===== config.mk =====
export PLATFORM = sky130hd
export DESIGN_NAME = line_draw_scheduler
export DESIGN_NICKNAME = d
export VERILOG_FILES = /design/src/rtl/line_draw_pkg.sv /design/src/rtl/line_draw_scheduler_rr_arbiter2.sv /design/src/rtl/line_draw_scheduler.sv
export SDC_FILE = /design/constraint.sdc
export NUM_CORES = 1
export LEC_CHECK = 0
export ABC_AREA = 1
export CAP_MARGIN = 20
export CORE_MARGIN = 1.5
export CORE_UTILIZATION = 50
export DETAILED_ROUTE_END_ITERATION = 10
export HOLD_SLACK_MARGIN = 0.03
export PLACE_DENSITY = 0.8
export SYNTH_ARGS = -nofsm -noshare
export SYNTH_HDL_FRONTEND = slang
export SYNTH_SLANG_ARGS = --single-unit

===== constraint.sdc =====
create_clock -name clk -period 4.8 [get_ports clk]
set_clock_uncertainty 0.1 [all_clocks]
set_input_delay 0.96 -clock clk [delete_from_list [all_inputs] [get_ports clk]]
set_output_delay 0.96 -clock clk [all_outputs]
set_load 0.05 [all_outputs]

===== src/rtl/line_draw_pkg.sv =====
// Shared types and widths for the line-draw scheduler.
package line_draw_pkg;

    localparam int X_W   = 10;
    localparam int Y_W   = 9;
    // One more bit than X_W so a full-width span of 1024 pixels fits.
    localparam int PIX_W = 11;

    typedef enum logic [2:0] {
        S_IDLE,
        S_LOAD,
        S_ISSUE,
        S_WAIT,
        S_DONE
    } state_t;

    // Larger of the two axis spans, with dy widened to the x width.
    function automatic logic [X_W-1:0] major_span(input logic [X_W-1:0] dx,
                                                  input logic [Y_W-1:0] dy);
        logic [X_W-1:0] dy_ext;
        dy_ext = X_W'(dy);
        return (dx >= dy_ext) ? dx : dy_ext;
    endfunction

endpackage


===== src/rtl/line_draw_scheduler_rr_arbiter2.sv =====
// Two-input round-robin arbiter; on a tie the requester that did not win last time is chosen.
module rr_arbiter2 (
    input  logic       clk,
    input  logic       reset,
    input  logic [1:0] req,
    input  logic       advance,
    output logic [1:0] grant,
    output logic       grant_idx
);

    logic last_grant_q;
    logic last_grant_d;

    // Select a winner from the current requests and the round-robin pointer.
    always_comb begin
        // NOTE: every output of a combinational block gets a default first, so no path leaves it unassigned and no latch is inferred.
        grant_idx    = req[1];
        grant        = 2'b00;
        last_grant_d = last_grant_q;
        if (req == 2'b11) begin
            grant_idx = ~last_grant_q;
        end
        if (|req) begin
            grant[grant_idx] = 1'b1;
        end
        if (advance) begin
            last_grant_d = grant_idx;
        end
    end

    // Round-robin pointer; resets to 1 so requester 0 wins the first tie.
    always_ff @(posedge clk) begin
        // NOTE: state registers use non-blocking assignments so every flop samples pre-edge values.
        if (reset) begin
            last_grant_q <= 1'b1;
        end else begin
            last_grant_q <= last_grant_d;
        end
    end

endmodule


===== src/rtl/line_draw_scheduler.sv =====
// Shares one line-drawing datapath between two requesters: arbitrates, latches
// the winning line, strobes set, times the draw and returns a done pulse.
module line_draw_scheduler
    import line_draw_pkg::*;
#(
    parameter int CYCLES_PER_PIXEL = 3,
    parameter int SETUP_CYCLES     = 2,
    parameter int COLOR_W          = 1
) (
    input  logic                        clk,
    input  logic                        reset,
    input  logic [1:0]                  req_valid,
    input  logic [1:0][X_W-1:0]         req_x0,
    input  logic [1:0][X_W-1:0]         req_x1,
    input  logic [1:0][Y_W-1:0]         req_y0,
    input  logic [1:0][Y_W-1:0]         req_y1,
    input  logic [1:0][COLOR_W-1:0]     req_color,
    output logic [1:0]                  req_ready,
    output logic [1:0]                  req_done,
    output logic [X_W-1:0]              x0,
    output logic [X_W-1:0]              x1,
    output logic [Y_W-1:0]              y0,
    output logic [Y_W-1:0]              y1,
    output logic                        set,
    output logic [COLOR_W-1:0]          color,
    output logic                        draw_en,
    output logic                        busy
);

    localparam int SET_W = (SETUP_CYCLES > 1)     ? $clog2(SETUP_CYCLES)     : 1;
    localparam int PH_W  = (CYCLES_PER_PIXEL > 1) ? $clog2(CYCLES_PER_PIXEL) : 1;

    state_t             state_q,     state_d;
    logic [X_W-1:0]     x0_q,        x0_d;
    logic [X_W-1:0]     x1_q,        x1_d;
    logic [Y_W-1:0]     y0_q,        y0_d;
    logic [Y_W-1:0]     y1_q,        y1_d;
    logic [COLOR_W-1:0] color_q,     color_d;
    logic               owner_q,     owner_d;
    logic [PIX_W-1:0]   pix_cnt_q,   pix_cnt_d;
    logic [PH_W-1:0]    phase_q,     phase_d;
    logic [SET_W-1:0]   setup_cnt_q, setup_cnt_d;
    logic               in_setup_q,  in_setup_d;

    logic [1:0]     grant;
    logic           grant_idx;
    logic           handshake;
    logic [X_W-1:0] dx;
    logic [Y_W-1:0] dy;

    rr_arbiter2 u_arb (
        .clk       (clk),
        .reset     (reset),
        .req       (req_valid),
        .advance   (handshake),
        .grant     (grant),
        .grant_idx (grant_idx)
    );

    assign dx = (x1_q >= x0_q) ? (x1_q - x0_q) : (x0_q - x1_q);
    assign dy = (y1_q >= y0_q) ? (y1_q - y0_q) : (y0_q - y1_q);

    // Ready is offered only while idle and out of reset; the grant is a subset of valid.
    assign req_ready = (state_q == S_IDLE && !reset) ? grant : 2'b00;
    assign handshake = |(req_ready & req_valid);

    assign set      = (state_q == S_ISSUE);
    assign draw_en  = (state_q == S_WAIT) && !in_setup_q;
    assign req_done = (state_q == S_DONE) ? (owner_q ? 2'b10 : 2'b01) : 2'b00;
    assign busy     = (state_q != S_IDLE);
    assign x0       = x0_q;
    assign x1       = x1_q;
    assign y0       = y0_q;
    assign y1       = y1_q;
    assign color    = color_q;

    // Next-state logic: latch on handshake, size the line, then time setup and pixels.
    always_comb begin
        state_d     = state_q;
        x0_d        = x0_q;
        x1_d        = x1_q;
        y0_d        = y0_q;
        y1_d        = y1_q;
        color_d     = color_q;
        owner_d     = owner_q;
        pix_cnt_d   = pix_cnt_q;
        phase_d     = phase_q;
        setup_cnt_d = setup_cnt_q;
        in_setup_d  = in_setup_q;

        case (state_q)
            S_IDLE: begin
                if (handshake) begin
                    x0_d    = req_x0[grant_idx];
                    x1_d    = req_x1[grant_idx];
                    y0_d    = req_y0[grant_idx];
                    y1_d    = req_y1[grant_idx];
                    color_d = req_color[grant_idx];
                    owner_d = grant_idx;
                    state_d = S_LOAD;
                end
            end
            S_LOAD: begin
                pix_cnt_d = PIX_W'(major_span(dx, dy)) + PIX_W'(1);
                phase_d   = '0;
                state_d   = S_ISSUE;
            end
            S_ISSUE: begin
                setup_cnt_d = SET_W'(SETUP_CYCLES - 1);
                in_setup_d  = 1'b1;
                state_d     = S_WAIT;
            end
            S_WAIT: begin
                if (in_setup_q) begin
                    if (setup_cnt_q == '0) begin
                        in_setup_d = 1'b0;
                    end else begin
                        setup_cnt_d = setup_cnt_q - SET_W'(1);
                    end
                end else if (phase_q == PH_W'(CYCLES_PER_PIXEL - 1)) begin
                    // Last phase of a pixel: either move to the next pixel or finish.
                    phase_d = '0;
                    if (pix_cnt_q == PIX_W'(1)) begin
                        state_d = S_DONE;
                    end else begin
                        pix_cnt_d = pix_cnt_q - PIX_W'(1);
                    end
                end else begin
                    phase_d = phase_q + PH_W'(1);
                end
            end
            S_DONE: begin
                state_d = S_IDLE;
            end
            default: begin
                state_d = S_IDLE;
            end
        endcase
    end

    // State and datapath registers; reset clears everything and drops any in-flight line.
    always_ff @(posedge clk) begin
        if (reset) begin
            state_q     <= S_IDLE;
            x0_q        <= '0;
            x1_q        <= '0;
            y0_q        <= '0;
            y1_q        <= '0;
            color_q     <= '0;
            owner_q     <= 1'b0;
            pix_cnt_q   <= '0;
            phase_q     <= '0;
            setup_cnt_q <= '0;
            in_setup_q  <= 1'b0;
        end else begin
            state_q     <= state_d;
            x0_q        <= x0_d;
            x1_q        <= x1_d;
            y0_q        <= y0_d;
            y1_q        <= y1_d;
            color_q     <= color_d;
            owner_q     <= owner_d;
            pix_cnt_q   <= pix_cnt_d;
            phase_q     <= phase_d;
            setup_cnt_q <= setup_cnt_d;
            in_setup_q  <= in_setup_d;
        end
    end

endmodule

# Word level (Yosys, flattened, before mapping)
# Cells that the tools add are included.
[op_classes]
addsub = 8
order_cmp = 5
n_eq_ne = 13
muxes = 38
n_bitwise = 2
n_reduce_logical = 16
[ops]
columns = ["op", "n"]
rows = [
  ["$mux 10", 6],
  ["$mux 9", 5],
  ["$mux 11", 3],
  ["$pmux 11 s2", 1],
  ["$sub 10x10->10", 2],
  ["$sub 9x9->9", 2],
  ["$mux 2", 6],
  ["$mux 3", 4],
  ["$pmux 3 s4", 1],
  ["$add 10x1->11 const B", 1],
  ["$eq 11x1->1 const B", 1],
  ["$sub 11x1->11 const B", 1],
  ["$ge 10x10->1", 1],
  ["$ge 10x9->1", 1],
  ["$ge 9x9->1", 1],
  ["$mux 1", 8],
  ["$ne 2x2->1 const B", 4],
  ["$reduce_and 4->1", 2],
  ["$eq 3x2->1 const B", 2],
  ["$reduce_and 2->1", 3],
  ["$eq 2x2->1 const B", 2],
  ["$ne 2x1->1 const B", 2],
  ["$pmux 1 s2", 2],
  ["$pmux 2 s2", 1],
  ["other kinds (15)", 20],
]
[word_totals]
regBits = 59
inputBits = 82
output_inout_bits = 46
wordCells = 94

# Depth between registers and ports, before layout
# Gate-level depths: netlist of run 1.
[depth]
ltp_word = 12
ltp_mapped = 34

# Cells and area by module
# From an unflattened synthesis of run 1, not the netlist that was laid out.
[hier_totals]
cells_unflattened = 873
area_unflattened_um2 = 5420.2
[by_module_without_submodules]
columns = ["mod", "instances", "cells_each", "area_each_um2", "seq_area_each_um2"]
rows = [
  ["line_draw_scheduler", 1, 863, 5357.6, 1161.1],
  ["rr_arbiter2", 1, 10, 62.6, 20.0],
]

# Worst setup path before layout of run 1
# No wires, ideal clock.
[synth_timing]
path_kind = "reg-to-reg"
startpoint = "register x0_q[0], in the netlist x0[0]"
endpoint = "register pix_cnt_q[6]"
setup_time_ns = 0.070
t_arrival_ns = 4.037
required_time_ns = 4.630
slack_ns = 0.593
stages_incl_launch_ff = 27
path_buffers = 1
synth_period_minus_slack_ns = 4.207
cell_sequence = "dfxtp_1 ha_1 inv_1 fa_1 nand3_1 nand4_2 or2_2 nand2_1 inv_2 ha_1 nand2_1 a21oi_1 nor2_1 o21ai_0 nand2_1 nand2_1 nand2_1 nand4_4 buf_6 o21ai_2 ha_1 nand2_2 nor2_2 nand2_1 nand2_1 nand3_1 a21oi_1"
[synth_between]
elab_chain_len = 6
elab_cells_between_ends = 8
cone_classes = "add/sub: 3; order compare: 2; mux: 3"
[synth_rtl]
columns = ["item", "line_no", "text"]
rows = [
  ["start: declaration", "line_draw_scheduler.sv:34", "logic [X_W-1:0] x0_q, x0_d;"],
  ["start signal: assignment", "line_draw_scheduler.sv:145", "x0_q <= '0;"],
  ["start signal: assignment", "line_draw_scheduler.sv:157", "x0_q <= x0_d;"],
  ["$sub 10x10->10 or $ge 10x10->1 (tied branches)", "line_draw_scheduler.sv:60", "assign dx = (x1_q >= x0_q) ? (x1_q - x0_q) : (x0_q - x1_q);"],
  ["$mux 10 (*)", "line_draw_scheduler.sv:60", ""],
  ["$ge 10x9->1", "line_draw_pkg.sv:22", "return (dx >= dy_ext) ? dx : dy_ext;"],
  ["$mux 10 (*)", "line_draw_pkg.sv:22", ""],
  ["$add 10x1->11 (*)", "line_draw_scheduler.sv:104", "pix_cnt_d = PIX_W'(major_span(dx, dy)) + PIX_W'(1);"],
  ["$pmux 11 s2 (*)", "line_draw_scheduler.sv:91", "case (state_q)"],
  ["end signal: assignment", "line_draw_scheduler.sv:163", "pix_cnt_q <= pix_cnt_d;"],
  ["end: declaration", "line_draw_scheduler.sv:40", "logic [PIX_W-1:0] pix_cnt_q, pix_cnt_d;"],
]
# Every way passes the cells marked *; elsewhere a longest branch is shown, timed or not.
# A chain may end at the register's enable or synchronous reset.

# Worst setup path in the final report of run 1
[layout_timing]
startpoint = "register x1_q[0], in the netlist x1[0]"
endpoint = "register pix_cnt_q[8]"
[layout_between]
elab_chain_len = 6
elab_cells_between_ends = 8
cone_classes = "add/sub: 3; order compare: 2; mux: 3"
[layout_rtl]
columns = ["item", "line_no", "text"]
rows = [
  ["start: declaration", "line_draw_scheduler.sv:35", "logic [X_W-1:0] x1_q, x1_d;"],
  ["start signal: assignment", "line_draw_scheduler.sv:146", "x1_q <= '0;"],
  ["start signal: assignment", "line_draw_scheduler.sv:158", "x1_q <= x1_d;"],
  ["$sub 10x10->10 or $ge 10x10->1 (tied branches)", "line_draw_scheduler.sv:60", ""],
  ["$mux 10 (*)", "line_draw_scheduler.sv:60", ""],
  ["$ge 10x9->1", "line_draw_pkg.sv:22", ""],
  ["$mux 10 (*)", "line_draw_pkg.sv:22", ""],
  ["$add 10x1->11 (*)", "line_draw_scheduler.sv:104", ""],
  ["$pmux 11 s2 (*)", "line_draw_scheduler.sv:91", ""],
]
# Marks and branches as above.

==> results.cfg, run 1 <==
[drt]
totalWireLength_um = 14800
drc_errors = 0
drt_iter0_drc = 348
detail-route-antenna-nets = 0
via_per_inst = 5.17
firstDrtPassIters = 5
post_drt_wl_per_cell_um = 13.2
routed-via-count = 5792

[clock_tree]
ctsResizeCount = 0
cts_tree = built
clk_latency_ps = 340
ctsHoldBuffers = 0
path_clk_slew_ps = 70
root_buffer = clkbuf_8
ctsHtreeMaxLevel = 3
postCtsSetupRepairBufs = 0
clock_path_buffers = 2
cts_inserted_buffers = 9
clkSinkCount = 59

[placement]
io_buffers = 127
placed_cells_incl_taps = 1104
place_hpwl_um = 11400
gp_congestion = 0.910

[setup_path]
r2r_slack_ps = 460
crit_required_ps = 4980
cp-startpoint = x1[0]
rr_startpoint = x1[0]
worstPathArrival_ps = 4520
critPathTopFamily = simple AND/OR/NAND/NOR gates
critPathBufInv = 3
reg2reg_depth = 26
reg2reg_to = pix_cnt_q[8]
slowest_delay_ps = 470
worst_path_most_repeated_cell = nand2_1
crit_path_end_kind = register
critical_path.max_fanout = 18
slowest_stage = fa_1
start_kind = register
path_depth = 26
critical_path_class = reg2reg

[logic_synthesis]
synth.avg_cell_area_um2 = 6.24
synth_commonest_cells = nand2_1 (245), inv_1 (133), o21ai_0 (68), nor2_1 (60), dfxtp_1 (59)
ys_warn_count = 0
netlist_area_um2 = 5410
synth-edff-count = 0
async_flop_share_pct = 0
synth_top_area_share_pct = 21.8
seq_area_frac_synth_pct = 21.8
synthCells = 867
ys_top_cells_by_area = dfxtp_1 (22%), nand2_1 (17%), ha_1 (11%), inv_1 (9.2%), o21ai_0 (6.3%)
ys_ff_latch = 59
synth_area_leader_cell = dfxtp_1
synth.most_common_cell = nand2_1
synth.distinct_cells = 43
yosys_most_used_dff = dfxtp_1
synth_nets = 1001

[floorplan]
std_cell_rows = 37
dieWidth_um = 107
core_um2 = 10400
dieArea_um2 = 11400
initial_utilization_pct = 51.9
pin_count = 128
dieHeight_um = 107

[global_route]
grt_util_met3_pct = 4.68
track_usage_pct = 26.1
grt_remaining_overflow = 0
grt_pass1_wl_um = 24300
met1_usage_pct = 35.5
grt_pass1_vias = 5316
antenna_found_initial = 0
grt_use_met2_pct = 43.0
busiest_layer = met2
grt_start_max_net_pins = 80

[min_path]
hold_depth = 2
worstHoldStart = u_arb.last_grant_q
holdPathEnd = u_arb.last_grant_q
min_path_type = reg2reg

[sta]
setup_viol = 0
rsz0062_at_grt = false
drv_slew = 0
tns_ps = 0
relSlewSlack_pct = 56.1
timing.fmax_mhz = 230
worst_pin_slew_ps = 659
period_share_pct = 90.5
hold_viol = 0
fin_crit_ps = 4340

[cells_and_area]
drive_gt1_share_pct = 6.30
nNetsFinal = 1113
layout.cells.non_filler = 1120
antennaDiodeCount = 0
syn_to_final_growth_pct = 28.6

[run]
cap_violations = 0

[outcome]
outcome = finished clean
==> logic make-up (layout without fill, tap and decap cells) <==
family	count (synthesis)	after routing	share of synthesized area (%)
adders and majority gates	52	52	12.6
xor gates and xnor gates	21	21	3.40
buffers and inverters	169	286	12.3
DFF	59	59	21.8
and+or+nand+nor	384	384	30.5
AOI/OAI and AO/OA	182	182	19.4
==> worst register-to-register path: cells and delay by family, from the launching register on <==
kind | cells | cell delay, ps
buffers and inverters | 3 | 200
and+or+nand+nor | 15 | 2020
DFF | 1 | 340
AOI/OAI and AO/OA | 4 | 530
adders and majority gates | 4 | 1100
==> flip-flops by register name, indices dropped and copies added, names as in the netlist <==
signal,count
y0,9
setup_cnt_q,1
pix_cnt_q,11
in_setup_q,1
phase_q,2
owner_q,1
y1,9
x0,10
x1,10
u_arb.last_grant_q,1
color,1
state_q,3
==> final cells by class <==
type / count / area [um^2]
Multi-Input combinational cell: 639 / 3570
Fill cell: 973 / 3460
Timing Repair Buffer: 133 / 1340
Sequential cell: 59 / 1180
Inverter: 137 / 514
Tap cell: 136 / 170
Clock buffer: 11 / 141
Clock inverter: 5 / 28.8
==> through the flow <==
| step | hold slack (ps) | cell area (um^2) | worst slack [ps] | util (%) |
|---|---|---|---|---|
| floorplan | 329 | 5410 | 593 | - |
| global placement | 348 | 6740 | 579 | 64.7 |
| detailed placement | 351 | 6770 | 485 | 65.0 |
| CTS | 367 | 6940 | 462 | 66.6 |
| global route | 397 | 6950 | 45.5 | 66.8 |
| finish | 366 | 6950 | 456 | 66.8 |
==> how the worst max path moves through the flow <==
stage	to	slack, ps
after global routing	pix_cnt_q[6]	50
after global placement	pix_cnt_q[8]	580
after detailed placement	pix_cnt_q[8]	480
after CTS	pix_cnt_q[8]	460
after floorplan	pix_cnt_q[6]	590
final	pix_cnt_q[8]	460
==> routing by layer <==
| metal | vias to the layer above | part of all wire [%] |
|---|---|---|
| met2 | 193 | 46 |
| met3 | 12 | 6.2 |
| li1 | 3024 | - |
| met5 | - | 0 |
| met4 | 0 | 1.2 |
| met1 | 2563 | 47 |
==> cell usage in the layout (no fill, tap or decap), types with 2 or more instances in the layout <==
cell type / netlist / layout
o21ai_0: 68 / 68
nand3_2: 2 / 2
or2_2: 4 / 4
o211ai_1: 3 / 3
ha_1: 48 / 48
nor2_2: 8 / 8
clkbuf_8: 0 / 10
xor2_1: 21 / 21
o21ai_1: 5 / 5
buf_4: 1 / 6
o2111ai_1: 2 / 2
dfxtp_1: 59 / 59
inv_2: 3 / 4
nor2_1: 60 / 60
a21oi_1: 39 / 38
nand2_2: 8 / 8
nand2_4: 2 / 2
fa_1: 4 / 4
a31oi_1: 44 / 44
nor2_4: 3 / 3
nand4_1: 6 / 6
a21o_1: 4 / 4
nand4_4: 1 / 2
clkdlybuf4s50_1: 0 / 125
o21bai_1: 3 / 3
o31ai_1: 3 / 3
clkinv_2: 0 / 4
nand2_1: 245 / 245
inv_1: 133 / 133
nor3_1: 6 / 6
nand3_1: 35 / 35
a21oi_2: 1 / 2
a211oi_1: 4 / 4
o21ai_2: 2 / 2
Power of run 1 is not shown: default switching activity piles up to over one toggle a cycle in this logic, so the estimate is an artifact.
==> run 2: changes to the inputs <==
--- a/config.mk
+++ b/config.mk
@@ -10,8 +10,8 @@
 export CORE_MARGIN = 1.5
 export CORE_UTILIZATION = 50
 export DETAILED_ROUTE_END_ITERATION = 10
+export DONT_BUFFER_PORTS = 1
 export HOLD_SLACK_MARGIN = 0.03
-export PLACE_DENSITY = 0.8
 export SYNTH_ARGS = -nofsm -noshare
 export SYNTH_HDL_FRONTEND = slang
 export SYNTH_SLANG_ARGS = --single-unit
==> results.cfg, run 2 (synthesis results as in run 1) <==
[clock_tree]
clkSinkCount = 59
clock_path_buffers = 2
cts_inserted_buffers = 9
cts_tree = built
root_buffer = clkbuf_8
ctsHtreeMaxLevel = 3
clk_latency_ps = 350
path_clk_slew_ps = 70

[cells_and_area]
regArea_um2 = 1180
layout.cells.non_filler = 1033
antennaDiodeCount = 0
nNetsFinal = 1028
layout_commonest_cell = nand2_1
top_register = pix_cnt_q
drive_gt1_share_pct = 11.4
multi_input_area_um2 = 3560
syn_to_final_growth_pct = 11.4
largest_reg_flops = 11
fill_cells = 1060
final_cell_mix = nand2_1 (245), inv_1 (133), o21ai_0 (67), nor2_1 (60), dfxtp_1 (57)

[floorplan]
core_um2 = 10400
std_cell_rows = 37
pin_count = 128
dieWidth_um = 107
dieArea_um2 = 11400
dieHeight_um = 107
initial_utilization_pct = 51.9

[outcome]
outcome = finished clean

[sta]
relSlewSlack_pct = 33.9
fin_hold_ws_ps = 372
setup_viol = 0
worst_pin_slew_ps = 987
drv_slew = 0
tns_ps = 0
period_share_pct = 89.5
fin_crit_ps = 4290
timing.fmax_mhz = 233
hold_viol = 0
rsz0062_at_grt = false

[placement]
io_buffers = 0
place_hpwl_um = 11700
placed_cells_incl_taps = 1013
gp_congestion = 0.947

[global_route]
grt_pass1_vias = 5039
grt_start_max_net_pins = 80
antenna_found_initial = 0
grt_remaining_overflow = 0
track_usage_pct = 26.3
grt_pass1_wl_um = 24000

[min_path]
min_path_type = reg2reg

[setup_path]
worst_path_most_repeated_cell = nand2_1
crit_required_ps = 4950
start_kind = register
crit_path_end_kind = register
critical_path.max_fanout = 9
slowest_stage = ha_1
worstPathArrival_ps = 4440
critical_path_class = reg2reg
slowest_delay_ps = 430

[drt]
drt_iter0_drc = 379
firstDrtPassIters = 5
routed-via-count = 5439
totalWireLength_um = 14500
post_drt_wl_per_cell_um = 14.1
via_per_inst = 5.27
detail-route-antenna-nets = 0
drc_errors = 0

[run]
cap_violations = 0
==> run 2: changes by cell type in the layout (fill, tap and decap cells not counted), sizes merged <==
cell           change
buf               +40
clkbuf             +1
clkinv             -4
bufinv             +1
clkdlybuf4s50    -125
==> run 2: worst max-delay path, delay by kind of cell (launching register included) <==
| family | cells | cell delay (ps) |
|---|---|---|
| simple gates | 19 | 2220 |
| buf+inv | 4 | 320 |
| fa+ha+maj | 2 | 720 |
| compound gates | 3 | 420 |
| flops | 1 | 410 |
==> run 2: layout make-up <==
cell class,instances,area share (%)
repair buffers,48,6.52
clock inverters,2,0.582
well taps,136,2.83
flip-flops and latches,59,19.7
multi-input cells,639,59.1
inverters,137,8.54
clock buffers,12,2.74
==> run 2: through the flow <==
stage                     setup slack, ps  area (um^2)  utilization, %
after global routing                 92.7         6020            57.8
after detailed placement              275         5740            55.1
after global placement                491         5740            55.1
after floorplan                       593         5410               -
after CTS                             267         5940            57.0
final                                 505         6020            57.8
==> run 2: metal layers <==
layer,vias up,track usage [%],wire [um]
li1,2857,-,-
met1,2412,37.3,7290
met2,158,40.8,6270
met3,12,5.78,840
met4,0,6.00,139
met5,-,0,0
==> run 2: timing repair <==
item	in CTS	in global routing
endpoints found under the setup margin	0	8
resized for setup	0	3
hold buffers	0	0
setup buffers	0	4
==> run 2: path summary, 6_finish.rpt <==
| check | from | endpoint | slack, ps | cells past startpoint |
|---|---|---|---|---|
| min | setup_cnt_q | setup_cnt_q | 370 | 2 |
| min reg2reg | setup_cnt_q | setup_cnt_q | 370 | 2 |
| max | x0[5] | pix_cnt_q[9] | 510 | 28 |
| max reg2reg | x0[5] | pix_cnt_q[9] | 510 | 28 |
Power of run 2 is left out for the same reason.
==> run 3: changes to the inputs <==
--- a/config.mk
+++ b/config.mk
@@ -9,6 +9,7 @@
 export CAP_MARGIN = 20
 export CORE_MARGIN = 1.5
 export CORE_UTILIZATION = 50
+export CTS_BUF_LIST = sky130_fd_sc_hd__clkbuf_8
 export DETAILED_ROUTE_END_ITERATION = 10
 export DONT_BUFFER_PORTS = 1
 export HOLD_SLACK_MARGIN = 0.03
==> constraint.sdc (replaced) <==
create_clock -name clk -period 4.8 [get_ports clk]
set_clock_uncertainty 0.1 [all_clocks]
set_input_delay 0.96 -clock clk [delete_from_list [all_inputs] [get_ports clk]]
set_output_delay 0.96 -clock clk [all_outputs]
set_load 0.1 [all_outputs]
==> results.cfg, run 3 (synthesis results as in run 1) <==
[outcome]
outcome = finished clean

[setup_path]
critical_path.max_fanout = 18
r2r_slack_ps = 460
crit_path_end_kind = register
reg2reg_depth = 25
reg2reg_to = pix_cnt_q[8]
crit_required_ps = 4980
rr_startpoint = x0[4]
start_kind = register
critical_path_class = reg2reg
worstPathArrival_ps = 4520

[global_route]
antenna_found_initial = 0
grt_pass1_wl_um = 24100
grt_remaining_overflow = 0
grt_start_max_net_pins = 63
grt_pass1_vias = 5070
track_usage_pct = 26.4

[cells_and_area]
nNetsFinal = 1027
layout_commonest_cell = nand2_1
antennaDiodeCount = 0
fill_cells = 1040
final_cell_mix = nand2_1 (245), inv_1 (133), o21ai_0 (68), dfxtp_1 (59), nor2_1 (54)
top_register = pix_cnt_q
drive_gt1_share_pct = 11.9
syn_to_final_growth_pct = 11.5
largest_reg_flops = 11

[placement]
io_buffers = 0
gp_congestion = 0.958
place_hpwl_um = 11800

[clock_tree]
ctsHoldBuffers = 0
cts_tree = built
clkSinkCount = 59
root_buffer = clkbuf_8
clk_latency_ps = 350
cts_inserted_buffers = 9
ctsHtreeMaxLevel = 3
clock_path_buffers = 2
postCtsSetupRepairBufs = 0
path_clk_slew_ps = 70

[drt]
totalWireLength_um = 14700
routed-via-count = 5551
via_per_inst = 5.38
drt_iter0_drc = 363
firstDrtPassIters = 5
drc_errors = 0
post_drt_wl_per_cell_um = 14.2
detail-route-antenna-nets = 0

[sta]
drv_slew = 0
fin_crit_ps = 4340
rsz0062_at_grt = false
setup_viol = 0
timing.fmax_mhz = 230
hold_viol = 0
worst_pin_slew_ps = 1120
period_share_pct = 90.4
relSlewSlack_pct = 25.0
tns_ps = 0

[min_path]
holdPathEnd = setup_cnt_q
min_path_type = reg2reg
hold_depth = 2
worstHoldStart = setup_cnt_q

[run]
cap_violations = 0

[floorplan]
core_um2 = 10400
dieArea_um2 = 11400
dieWidth_um = 107
initial_utilization_pct = 51.9
pin_count = 128
std_cell_rows = 37
dieHeight_um = 107
==> run 3: cell types whose count changed in the layout (fill, tap and decap cells not counted), sizes merged <==
cell  delta
buf      -1
==> run 3: repair_timing <==
| item | in CTS | in global routing |
|---|---|---|
| endpoints found under the setup margin | 0 | 8 |
| gates resized for setup | 0 | 3 |
| hold endpoints to repair | 0 | 0 |
==> run 3: final cells by class <==
type | instances | area, um^2 | area share (%)
tap | 136 | 170 | 2.82
clock inverter | 2 | 35.0 | 0.581
multi-input combinational | 639 | 3590 | 59.6
clock buffer | 12 | 165 | 2.74
timing repair buffer | 47 | 373 | 6.18
inverter | 137 | 514 | 8.53
sequential | 59 | 1180 | 19.6
==> run 3: layer usage <==
layer | global-route usage (%) | vias up | share of wire (%)
met5 | 0 | - | 0
met4 | 5.24 | 0 | 0.89
met3 | 5.35 | 11 | 5.4
met2 | 40.6 | 157 | 43
met1 | 38.3 | 2538 | 51
li1 | - | 2845 | -
==> run 3: worst max path at each step <==
stage | start | cells past startpoint | to | slack (ps)
6_report | x0[4] | 25 | pix_cnt_q[8] | 460
3_3_place_gp | x0[4] | 25 | pix_cnt_q[8] | 570
3_5_place_dp | y0[4] | 27 | pix_cnt_q[8] | 520
5_1_grt | y0[0] | 29 | pix_cnt_q[8] | 40
4_1_cts | y0[4] | 27 | pix_cnt_q[8] | 500
2_1_floorplan | x0[1] | 25 | pix_cnt_q[6] | 220
==> run 3: worst max-delay path, cell delays in order, from the launching register on <==
cell,delay (ps)
dfxtp_1,360
inv_1,50
ha_1,420
a21oi_1,310
nand2_1,130
a21oi_1,250
xor2_1,200
nand2_1,70
nand2_1,80
inv_1,60
ha_1,320
a21o_1,180
nor2_1,80
o21ai_0,80
nand2_1,60
nand2_1,50
nand2_1,210
nand4_4,270
o21ai_2,230
ha_1,190
nand2_2,90
nor2_2,140
nand2_1,70
nand2_1,50
nand3_1,70
a21oi_1,140
==> run 3: stage by stage <==
step           utilization [%]  hold WS (ps)  cell area, um^2  worst slack, ps  instances
6_report                  57.9           368             6030              461       1032
5_1_grt                   57.9           421             6030             35.3       1032
4_1_cts                   57.5           370             5990              504       1031
3_5_place_dp              55.6           355             5790              523       1017
3_3_place_gp              55.6           339             5790              569       1017
2_1_floorplan                -           329             5410              219        867
Power of run 3 is left out for the same reason.
